<file path="config.mk">
export PLATFORM = sky130hd
export DESIGN_NAME = agex_br_resolve
export DESIGN_NICKNAME = d
export VERILOG_FILES = /design/src/rtl/br_pkg.sv /design/src/rtl/br_cond_unit.sv /design/src/rtl/agex_br_resolve.sv
export SDC_FILE = /design/constraint.sdc
export NUM_CORES = 1
export LEC_CHECK = 0
export BUFFER_PORTS_ARGS = -buffer_cell sky130_fd_sc_hd__buf_2
export CELL_PAD_IN_SITES_DETAIL_PLACEMENT = 1
export CELL_PAD_IN_SITES_GLOBAL_PLACEMENT = 1
export CORE_MARGIN = 5
export CORE_UTILIZATION = 35
export CTS_CLUSTER_SIZE = 20
export DETAILED_ROUTE_END_ITERATION = 10
export PLACE_DENSITY_LB_ADDON = 0.1
export SYNTH_ARGS = -nofsm -noshare
export SYNTH_HDL_FRONTEND = slang
export SYNTH_SLANG_ARGS = --single-unit
</file>
<file path="constraint.sdc">
create_clock -name clk -period 4.4 [get_ports clk]
set_input_delay 0 -clock clk [delete_from_list [all_inputs] [get_ports clk]]
set_output_delay 0 -clock clk [all_outputs]
set_load 0.1 [all_outputs]
</file>
<file path="src/rtl/br_pkg.sv">
// Shared branch-resolution types: br_op encoding, resolve FSM states and the
// AGEX-to-FE feedback bundle layout {mispred, is_jbr, taken, target, pc, pcplus}.
package br_pkg;

    typedef enum logic [3:0] {
        NONE = 4'd0,
        BEQ  = 4'd1,
        BNE  = 4'd2,
        BLT  = 4'd3,
        BGE  = 4'd4,
        BLTU = 4'd5,
        BGEU = 4'd6,
        JAL  = 4'd7,
        JALR = 4'd8
    } br_op_e;

    typedef enum logic {
        RUN  = 1'b0,
        KILL = 1'b1
    } br_state_e;

    // The three flag bits sit above three DBITS-wide values; FE unpacks in this order.
    localparam int unsigned FB_FLAG_W = 3;

    function automatic int unsigned fb_width(input int unsigned dbits);
        return FB_FLAG_W + 3 * dbits;
    endfunction

endpackage

</file>
<file path="src/rtl/br_cond_unit.sv">
// Branch condition evaluator: decides taken for an op and its two operands.
module br_cond_unit
    import br_pkg::*;
#(
    parameter int DBITS = 32
) (
    input  br_op_e             op,
    input  logic [DBITS-1:0]   rs1,
    input  logic [DBITS-1:0]   rs2,
    output logic               taken
);

    always_comb begin
        // NOTE: assigning a default before the case keeps every path driven, so no latch is inferred.
        taken = 1'b0;
        unique case (op)
            BEQ:        taken = (rs1 == rs2);
            BNE:        taken = (rs1 != rs2);
            BLT:        taken = ($signed(rs1) <  $signed(rs2));
            BGE:        taken = ($signed(rs1) >= $signed(rs2));
            BLTU:       taken = (rs1 <  rs2);
            BGEU:       taken = (rs1 >= rs2);
            JAL, JALR:  taken = 1'b1;
            default:    taken = 1'b0;
        endcase
    end

endmodule

</file>
<file path="src/rtl/agex_br_resolve.sv">
// AGEX branch resolution: computes the real next PC, registers FE feedback and squashes
// wrong-path inputs after a mispredict. Branch statistics are built only with BR_STATS_EN.
module agex_br_resolve
    import br_pkg::*;
#(
    parameter int DBITS       = 32,
    parameter int KILL_CYCLES = 2
) (
    input  logic               clk,
    input  logic               reset,
    input  logic               in_valid,
    input  logic [3:0]         in_br_op,
    input  logic [DBITS-1:0]   in_rs1,
    input  logic [DBITS-1:0]   in_rs2,
    input  logic [DBITS-1:0]   in_imm,
    input  logic [DBITS-1:0]   in_pc,
    input  logic [DBITS-1:0]   in_pcplus,
    input  logic [DBITS-1:0]   in_pred_pc,
    output logic               fb_mispred,
    output logic               fb_is_jbr,
    output logic               fb_taken,
    output logic [DBITS-1:0]   fb_target,
    output logic [DBITS-1:0]   fb_pc,
    output logic [DBITS-1:0]   fb_pcplus,
    output logic [DBITS-1:0]   link_val,
    output logic               kill_out,
    output logic [31:0]        stat_total,
    output logic [31:0]        stat_correct
);

    localparam int FB_W  = int'(fb_width(DBITS));
    localparam int CNT_W = $clog2(KILL_CYCLES + 1);

    br_op_e             op;
    logic               taken;
    logic [DBITS-1:0]   br_target;
    logic [DBITS-1:0]   jalr_sum;
    logic [DBITS-1:0]   target;
    logic [DBITS-1:0]   actual_next;
    logic               mispred;
    logic               accept;

    br_state_e          state_q, state_d;
    logic [CNT_W-1:0]   cnt_q, cnt_d;
    logic [FB_W-1:0]    fb_q, fb_d;

    assign op = br_op_e'(in_br_op);

    br_cond_unit #(.DBITS(DBITS)) u_cond (
        .op    (op),
        .rs1   (in_rs1),
        .rs2   (in_rs2),
        .taken (taken)
    );

    assign br_target   = in_pc + in_imm;
    assign jalr_sum    = in_rs1 + in_imm;
    assign target      = (op == JALR) ? {jalr_sum[DBITS-1:1], 1'b0} : br_target;
    assign actual_next = taken ? target : in_pcplus;
    assign mispred     = (actual_next != in_pred_pc);
    assign accept      = in_valid && (state_q == RUN) && (op != NONE);

    assign link_val = ((op == JAL) || (op == JALR)) ? in_pcplus : '0;

    // A not-taken mispredict carries PC+4 as its target so FE redirects there.
    assign fb_d = accept ? {mispred, 1'b1, taken, actual_next, in_pc, in_pcplus} : '0;

    always_comb begin
        state_d = state_q;
        cnt_d   = cnt_q;
        unique case (state_q)
            RUN: begin
                if (accept && mispred) begin
                    cnt_d   = CNT_W'(KILL_CYCLES);
                    state_d = KILL;
                end
            end
            KILL: begin
                cnt_d = cnt_q - 1'b1;
                if (cnt_q == CNT_W'(1)) begin
                    state_d = RUN;
                end
            end
            default: begin
                state_d = RUN;
                cnt_d   = '0;
            end
        endcase
    end

    always_ff @(posedge clk) begin
        // NOTE: sequential state uses non-blocking assignments so every flop samples pre-edge values.
        if (reset) begin
            state_q <= RUN;
            cnt_q   <= '0;
            fb_q    <= '0;
        end else begin
            state_q <= state_d;
            cnt_q   <= cnt_d;
            fb_q    <= fb_d;
        end
    end

    assign {fb_mispred, fb_is_jbr, fb_taken, fb_target, fb_pc, fb_pcplus} = fb_q;
    assign kill_out = (state_q == KILL);

`ifdef BR_STATS_EN
    logic [31:0] stat_total_q, stat_total_d;
    logic [31:0] stat_correct_q, stat_correct_d;

    assign stat_total_d   = accept ? stat_total_q + 32'd1 : stat_total_q;
    assign stat_correct_d = (accept && !mispred) ? stat_correct_q + 32'd1 : stat_correct_q;

    always_ff @(posedge clk) begin
        if (reset) begin
            stat_total_q   <= '0;
            stat_correct_q <= '0;
        end else begin
            stat_total_q   <= stat_total_d;
            stat_correct_q <= stat_correct_d;
        end
    end

    assign stat_total   = stat_total_q;
    assign stat_correct = stat_correct_q;
`else
    assign stat_total   = '0;
    assign stat_correct = '0;
`endif

endmodule

</file>
==> impl_metrics.ini <==
[pwr]
p_leak_nw = 6.217
vdd_drop_max_v = 0.0001494
switching_share_pct = 50.08
pwr-share-clk_pct = 21.6
p_sw_mw = 1.962
internal-power_mw = 1.955
power_density_nw_per_um2 = 315.5
p_comb_share_pct = 53.1
seq_power_share_pct = 25.3

[setup_path]
path_cells = dlygate4sd3_1 > buf_2 > ha_1 > fa_1 > a21o_1 > a311o_1 > a21oi_2 > o21bai_1 > a31o_2 > xor2_1 > mux2i_2 > o211a_1 > o211ai_1 > or4_4 > nor4b_4 > a31oi_2 > or2_1
worstPathRequired_ns = 4.65
slowest_stage = dlygate4sd3_1
cp_num_buf_inv = 2
arrival_ns = 4.45
worst-path-max-fanout = 4
max_stage_delay_ns = 0.53
endpoint_kind = flop
path_delay_family = compound AO/OA/AOI/OAI gates
crit_path_start_kind = input port
crit_type = in -> reg

[floorplanning]
core_um2 = 26880
rows = 60
die_x_um = 174.9
die_h_um = 174.9
start_util_pct = 35.41
die_area_um2 = 30580
ios = 395

[synthesis]
yosysWarnings = 0
syn_inst = 1241
synth_edf_count = 0
synthTopCellsByArea = dfxtp_1, ha_1, and2_1, buf_4, a21oi_1
yosysSeqAreaShare_pct = 21.46
synth_cell_types = 82
synth_common_cells = dfxtp_1, and2_1, nand2_1
ys_ff_latch = 102
yosys.area.top_type = dfxtp_1
syn-cell-area_um2 = 9515
yosysMostFrequentCell = dfxtp_1
async_reset_ff_share_pct = 0
ys.flop_type = dfxtp_1
avgSynthCellArea_um2 = 7.668
synth_top_cell_area_share_pct = 21.46

[detailed_routing]
first_pass_iters = 4
drc = 0
drtIter0Drc = 515
vias = 10409
vias_per_cell = 5.276
wire_per_inst_um = 20.47
wl_mm = 40.38
ant_nets = 0

[global_route]
grt_overflow = 0
antenna_found_initial = 3
grt_pass1_wl_mm = 60.80
grt_pass1_vias = 10623
grt_max_degree = 65
grt_usage_pct = 24.99

[placement]
post-dp-hpwl_mm = 33.00
placed_area_um2 = 11410
gp_congestion = 0.8798
portBuffers = 330

[timing]
worstMarginPinSlew_ns = 1.092
fmaxAchievable_ghz = 0.2385
max-slew-margin-rel_pct = 27.22
post-route-min-period_ns = 4.193
setup_violations = 0
fin_crit_sh_pct = 95.30
drv_slew = 0
tns_ns = 0
hold_viol = 0
skew_ns = 0.01731

[cells_and_area]
drive_gt1_share_pct = 25.75
finish.utilization_pct = 46.20
regArea_um2 = 2042
design_area_um2 = 12420
fin_nets = 1922
multi_input_area_um2 = 6824
area_growth_pct = 30.49
fillers = 3398

[min_path]
holdCritPathClass = in -> reg

[outcome]
outcome = finished, final reports clean

[cts]
cts_sinks = 102
numCtsBuffers = 9
clockBufferDepth = 2
htreeDepth = 3
cts-root-buf = clkbuf_16
insertion_delay_ns = 0.37
cts_tree = yes
clkTransAtPathRegs_ns = 0.08

[flow_run]
maxCapViolCount = 0
==> timing repair <==
action                                  in CTS  in global routing
hold buffers                                66                  0
buffers inserted                             0                  1
endpoints found under the setup margin       0                  3
resized for setup                            0                 12
hold endpoints to repair                    84                  0
==> cell usage in the layout (no fill, tap or decap), drive strengths merged, types with 9 or more instances in the layout <==
| master | instances |
|---|---|
| a21o | 30 |
| o211ai | 20 |
| and2 | 101 |
| nor3 | 30 |
| dfxtp | 102 |
| conb | 64 |
| inv | 74 |
| nor2 | 84 |
| a21oi | 93 |
| clkbuf | 9 |
| nand2 | 96 |
| mux2i | 14 |
| o21ai | 55 |
| buf | 364 |
| nand4 | 24 |
| dlygate4sd3 | 66 |
| a31oi | 12 |
| ha | 94 |
| nand3 | 26 |
| xor2 | 29 |
| o21a | 13 |
| xnor2 | 34 |
| a211oi | 32 |
| nor4 | 12 |
==> tightest hold or removal path, stage by stage <==
cell	delay [ns]
buf_2	0.13
o41ai_1	0.12
a21oi_1	0.12
o21ai_1	0.06
==> power by group through the flow <==
stage	Clock, mW	Combinational, mW	Sequential, mW
2_1_floorplan	0	1.13	1.38
3_3_place_gp	0	1.98	1.01
3_5_place_dp	0	2.00	1.01
4_1_cts	0.865	2.06	0.992
5_1_grt	0.895	2.21	0.997
6_report	0.846	2.08	0.992
==> worst paths after layout <==
path                                         endpoint  cells past startpoint                  start  slack, ns
worst max register to register    fb_q[77]$_SDFF_PP0_                      4    kill_out$_SDFF_PP0_       2.41
worst min register to register  cnt_q[1]$_SDFFE_PP0P_                      2  cnt_q[1]$_SDFFE_PP0P_       0.55
worst max-delay path              kill_out$_SDFF_PP0_                     17               in_pc[0]       0.21
worst min-delay path            cnt_q[0]$_SDFFE_PP0P_                      4            in_br_op[0]       0.12
==> kinds of logic (layout without fill, tap and decap cells) <==
group	Yosys count	count (layout)	share of synthesized area [%]
DFF	102	102	21.46
buffers and inverters	188	515	9.980
xor gates and xnor gates	63	63	5.799
and+or+nand+nor	431	431	24.01
AOI/OAI and AO/OA	342	342	23.95
muxes	18	18	1.985
adders and majority gates	96	96	12.78
other	1	65	0.03941
==> metrics by stage <==
stage / setup slack (ns) / power [mW] / hold slack [ns] / cells
after floorplan: 0.6958 / 2.515 / 0.1034 / 1304
after global placement: 0.2564 / 2.995 / 0.2256 / 1890
after detailed placement: 0.1304 / 3.016 / 0.2275 / 1890
after CTS: 0.05290 / 3.913 / 0.1188 / 1971
after global routing: -0.009045 / 4.106 / 0.1693 / 1973
final: 0.2068 / 3.917 / 0.1223 / 1973
==> area by class of cell <==
type                       count  area share [%]
inverter                      70           2.116
tap                          341           3.436
timing repair buffer         430           20.78
sequential                   102           16.45
clock inverter                 6          0.4333
multi-input combinational   1014           54.96
clock buffer                   9           1.814
antenna                        1         0.02015
==> per-layer routing <==
layer / part of all wire [%] / GRT usage [%] / vias to the layer above
met1: 46 / 33.57 / 4943
met2: 47 / 42.53 / 337
met4: 1.5 / 4.943 / 4
li1: - / - / 5095
met5: 0.047 / 0 / -
met3: 5.6 / 4.154 / 30
==> sequential cells by signal, indices dropped and copies added, names as in the netlist <==
name	count
fb_q	99
cnt_q	2
kill_out	1
(Power assumes the default switching activity.)
